[config.mk]
export PLATFORM = sky130hd
export DESIGN_NAME = ahb_refill_master
export DESIGN_NICKNAME = d
export VERILOG_FILES = /design/src/rtl/ahb_refill_master.sv
export SDC_FILE = /design/constraint.sdc
export NUM_CORES = 1
export LEC_CHECK = 0
export CAP_MARGIN = 20
export CORE_MARGIN = 4
export CORE_UTILIZATION = 35
export CTS_CLUSTER_SIZE = 14
export DETAILED_ROUTE_END_ITERATION = 10
export GPL_ROUTABILITY_DRIVEN = 0
export PLACE_DENSITY_LB_ADDON = 0.2
export SLEW_MARGIN = 20
export SYNTH_ARGS = -nofsm -noshare
export SYNTH_HDL_FRONTEND = slang
export SYNTH_SLANG_ARGS = --single-unit
[constraint.sdc]
create_clock -name clk -period 3.1 [get_ports clk]
set_input_delay 0.31 -clock clk [delete_from_list [all_inputs] [get_ports clk]]
set_output_delay 0.31 -clock clk [all_outputs]
set_load 0.05 [all_outputs]
[src/rtl/ahb_refill_master.sv]
// rtl/ahb_refill_master.sv - AHB-Lite read master fetching one line-aligned incrementing burst per request
module ahb_refill_master #(
    parameter int ADDR_W = 32,
    parameter int DATA_W = 32,
    parameter int BEATS  = 4
) (
    input  logic                     clk,
    input  logic                     rstn,
    input  logic                     req_valid,
    input  logic [ADDR_W-1:0]        req_addr,
    output logic                     req_ready,
    output logic [ADDR_W-1:0]        haddr,
    output logic [1:0]               htrans,
    output logic                     hwrite,
    output logic [2:0]               hsize,
    output logic [2:0]               hburst,
    input  logic                     hready,
    input  logic [DATA_W-1:0]        hrdata,
    input  logic                     hresp,
    output logic                     beat_valid,
    output logic [DATA_W-1:0]        beat_data,
    output logic [$clog2(BEATS)-1:0] beat_idx,
    output logic                     done,
    output logic                     err
);
    localparam int IW    = $clog2(BEATS);
    localparam int CW    = IW + 1;
    localparam int OFF_W = IW + 2;
    localparam logic [CW-1:0]     BEATS_N   = CW'(BEATS);
    localparam logic [CW-1:0]     LAST_N    = CW'(BEATS - 1);
    localparam logic [ADDR_W-1:0] LINE_MASK = {{(ADDR_W-OFF_W){1'b1}}, {OFF_W{1'b0}}};
    localparam logic [2:0]        HBURST_C  = (BEATS == 16) ? 3'b111 :
                                              (BEATS == 8)  ? 3'b101 :
                                              (BEATS == 4)  ? 3'b011 : 3'b001;
    localparam logic [1:0] HT_IDLE   = 2'b00;
    localparam logic [1:0] HT_NONSEQ = 2'b10;
    localparam logic [1:0] HT_SEQ    = 2'b11;

    typedef enum logic [1:0] {S_IDLE, S_ADDR, S_BURST, S_ERR} state_t;

    state_t            state_q, state_d;
    logic [ADDR_W-1:0] base_q;
    logic [CW-1:0]     acnt, dcnt;
    logic              addr_acc, beat_done, fin_ok, fin_err;
    logic              data_open, addr_left;

    assign hwrite    = 1'b0;
    assign hsize     = 3'b010;
    assign haddr     = base_q | {{(ADDR_W-OFF_W){1'b0}}, acnt[IW-1:0], 2'b00};
    // At most one data phase is ever outstanding, so the counters differ by at most one.
    assign data_open = (dcnt != acnt);
    assign addr_left = (acnt < BEATS_N);

    always_ff @(posedge clk or negedge rstn) begin
        if (!rstn) begin
            state_q <= S_IDLE;
        end else begin
            state_q <= state_d;
        end
    end

    always_comb begin
        state_d   = state_q;
        htrans    = HT_IDLE;
        req_ready = 1'b0;
        addr_acc  = 1'b0;
        beat_done = 1'b0;
        fin_ok    = 1'b0;
        fin_err   = 1'b0;
        case (state_q)
            S_IDLE: begin
                req_ready = 1'b1;
                if (req_valid) state_d = S_ADDR;
            end
            S_ADDR: begin
                htrans = HT_NONSEQ;
                if (hready) begin
                    addr_acc = 1'b1;
                    state_d  = S_BURST;
                end
            end
            S_BURST: begin
                if (addr_left) htrans = HT_SEQ;
                if (data_open && hresp) begin
                    // A one-cycle ERROR (hready already high) still terminates the burst.
                    if (hready) begin
                        fin_err = 1'b1;
                        state_d = S_IDLE;
                    end else begin
                        state_d = S_ERR;
                    end
                end else if (hready) begin
                    addr_acc = addr_left;
                    if (data_open) begin
                        beat_done = 1'b1;
                        if (dcnt == LAST_N) begin
                            fin_ok  = 1'b1;
                            state_d = S_IDLE;
                        end
                    end
                end
            end
            S_ERR: begin
                if (hready) begin
                    fin_err = 1'b1;
                    state_d = S_IDLE;
                end
            end
            default: state_d = S_IDLE;
        endcase
    end

    always_ff @(posedge clk or negedge rstn) begin
        if (!rstn) begin
            base_q     <= '0;
            acnt       <= '0;
            dcnt       <= '0;
            hburst     <= 3'b000;
            beat_valid <= 1'b0;
            beat_data  <= '0;
            beat_idx   <= '0;
            done       <= 1'b0;
            err        <= 1'b0;
        end else begin
            beat_valid <= beat_done;
            done       <= fin_ok | fin_err;
            err        <= fin_err;
            if (req_valid && req_ready) begin
                base_q <= req_addr & LINE_MASK;
                acnt   <= '0;
                dcnt   <= '0;
                hburst <= HBURST_C;
            end
            if (addr_acc) acnt <= acnt + CW'(1);
            if (beat_done) begin
                beat_data <= hrdata;
                beat_idx  <= dcnt[IW-1:0];
                dcnt      <= dcnt + CW'(1);
            end
        end
    end
endmodule

==> impl_metrics.tcl, run 1 <==
set metrics [dict create \
    synth.area.top_cells "dfrtp_1 (58%), mux2_2 (21%), ha_1 (2.7%)" \
    dp_hpwl_mm 5.01 \
    worstPathRequired_ns 2.79 \
    cts_made_buffers 9 \
    cts_tree "built" \
    antenna_found_initial 0 \
    synth_top_area_share_pct 58.0 \
    htree_num_levels 3 \
    grt_pass1_wl_mm 10.9 \
    post-cts-setup-buffers 0 \
    final-seq-area_um2 1850 \
    hp-class "input pin to asynchronous set/reset pin" \
    cts.clk_slew.worst_paths_ns 0.07 \
    crit_arrival_ns 2.52 \
    drv_cap 0 \
    wl_per_cell_um 14.8 \
    nets 437 \
    cts.sinks 74 \
    ys_seq_area_share_pct 58.0 \
    cts_resized 0 \
    synthArstFlopShare_pct 100 \
    drt-total-wl_mm 7.01 \
    ys_types 36 \
    setup.worst_path.end_class "output pin" \
    hold_violations 0 \
    drv_slew 0 \
    path_class "register to output pin" \
    drc 0 \
    synth-seq-cells 74 \
    cts_hold_buf 0 \
    cp_max_fo 8 \
    vias_per_cell 4.73 \
    setup_viol 0 \
    clk-insertion-delay-late_ns 0.34 \
    rsz0062_at_grt "no" \
    vias 2238 \
    first_global_vias 2374 \
    fin_crit_ns 2.83 \
    coreArea_um2 8810 \
    fill_cells 776 \
    boundaryPins 148 \
    die_x_um 103 \
    area_delta_synth_final_pct 51.2 \
    synthCells 226 \
    drt_iter0_drc 49 \
    ant_nets 0 \
    p_leak_nw 2.13 \
    status "finished clean" \
    diodes 0 \
    synth_edf_count 0 \
    row_count 34 \
    relSlewSlack_pct 37.2 \
    yosysWarningCount 0 \
    dieHeight_um 103 \
    io_buffer_count 136 \
    synthesis.area_um2 3190 \
    drive_gt1_share_pct 22.5 \
    clock_path_buffers 2 \
    dr.pass1.iters 4 \
    grt_usage_pct 13.2 \
    start_kind "register" \
    finalCritPeriodShare_pct 91.2 \
    synth-main-ff-cell "dfrtp_1" \
    gr-total-overflow 0 \
    worst_pin_slew_ns 0.943 \
    multi_input_area_um2 1190 \
    total_power_mw 5.41 \
    syn_avg_cell_area_um2 14.1 \
    fin_tns_setup_ns 0 \
    grt_max_degree 75 \
    power.density_nw_per_um2 1120 \
    yosys-top-cells-count "dfrtp_1 (74), mux2_2 (59), buf_4 (10)" \
    peakVddDrop_v 0.000618 \
    synth_top_cell_by_area "dfrtp_1" \
    start_util_pct 36.2 \
    fmax_mhz 354 \
    fin_skew_ns 0.00988 \
    root_buffer "clkbuf_8" \
    yosysMostFrequentCell "dfrtp_1" \
    die_area_um2 10700 \
]
[cells by family after synthesis]
logic type	share of synthesized area, %
multiplexers	22.5
AO/OA/AOI/OAI	4.55
buffers and inverters	5.41
flip-flops	58.0
adder cells (fa/ha/maj)	2.74
AND/OR/NAND/NOR	4.86
XOR/XNOR	1.65
other	0.235
[layout by cell type (no fill, tap or decap), drive strengths merged]
cell type,instances
clkdlybuf4s50,135
dfrtp,74
mux2,62
clkbuf,10
o21ai,8
inv,7
ha,7
conb,7
nand3,6
nand2,5
nor2,4
buf,4
xnor2,3
nor2b,3
xor2,3
bufinv,3
o21a,2
a31oi,2
nand2b,2
nor3,2
clkinv,2
o311ai,1
nor3b,1
a2111oi,1
nand4,1
a41o,1
a211oi,1
nand4b,1
nor4,1
and2b,1
nand3b,1
o31ai,1
mux2i,1
o221ai,1
o2bb2ai,1
[final cells by class]
cell class	instances	share of cell area (%)
sequential	74	38.4
multi-input combinational	130	24.6
tap	108	2.80
clock buffer	10	2.65
inverter	7	0.545
timing repair buffer	139	28.9
clock inverter	5	2.15
[metrics by stage]
step / util [%] / hold WS (ns) / cells / worst slack (ns) / cell area, um^2
after floorplan: - / 0.0144 / 231 / 0.697 / 3210
after global placement: 52.2 / 0.486 / 458 / 0.661 / 4590
after detailed placement: 52.2 / 0.491 / 458 / 0.636 / 4590
after CTS: 54.8 / 0.153 / 473 / 0.251 / 4820
after global routing: 54.8 / 0.192 / 473 / 0.120 / 4820
final: 54.8 / 0.0877 / 473 / 0.272 / 4820
[registers in the layout, summed over array words and instances (netlist names)]
signal,flops
err,1
hburst,1
state_q,2
base_q,28
done,1
dcnt,3
beat_data,32
beat_valid,1
acnt,3
beat_idx,2
[final timing paths]
path                                         from                         to  slack [ns]  cells past startpoint
min in group clk           base_q[28]$_DFFE_PN0P_     base_q[28]$_DFFE_PN0P_        0.50                      1
hold / removal                               rstn             done$_DFF_PN0_        0.09                      1
max in group asynchronous                    rstn  beat_data[29]$_DFFE_PN0P_        2.37                      1
hold reg to reg            base_q[28]$_DFFE_PN0P_     base_q[28]$_DFFE_PN0P_        0.50                      1
setup / recovery           state_q[0]$_DFFE_PN0P_                  htrans[1]        0.27                      6
setup reg to reg              acnt[0]$_DFFE_PN0P_   beat_data[3]$_DFFE_PN0P_        0.92                      4
[worst max-delay path, cell delays in order, from the launching register on]
cell	delay [ns]
dfrtp_1	0.45
inv_1	0.13
ha_1	0.36
inv_1	0.16
nor2_1	0.15
o21a_1	0.13
clkdlybuf4s50_1	0.79
[where the power goes]
part / leakage (nW) / switching, mW / total [mW] / internal, mW
clock: 0.116 / 0.343 / 0.874 / 0.531
sequential: 0.935 / 0.212 / 1.55 / 1.34
combinational: 1.08 / 1.87 / 2.98 / 1.11
[metal layers]
| metal | global-route usage, % | part of all wire [%] | wire, um |
|---|---|---|---|
| met3 | 8.72 | 15 | 1030 |
| met4 | 4.18 | 0.81 | 57 |
| met1 | 15.2 | 41 | 2900 |
| met2 | 20.0 | 43 | 3020 |
| met5 | 0 | 0 | 0 |
(Power assumes the default switching activity.)
==> run 2: changes to the inputs <==
Settings changed: HOLD_SLACK_MARGIN from default to 0.1.
==> results of run 2 <==
The final DEF is identical to that of run 1; final timing and power are the same.
==> run 3: changes to the inputs <==
Settings changed: TNS_END_PERCENT from default to 5.
==> results of run 3 <==
The final DEF is identical to that of run 1; final timing and power are the same.
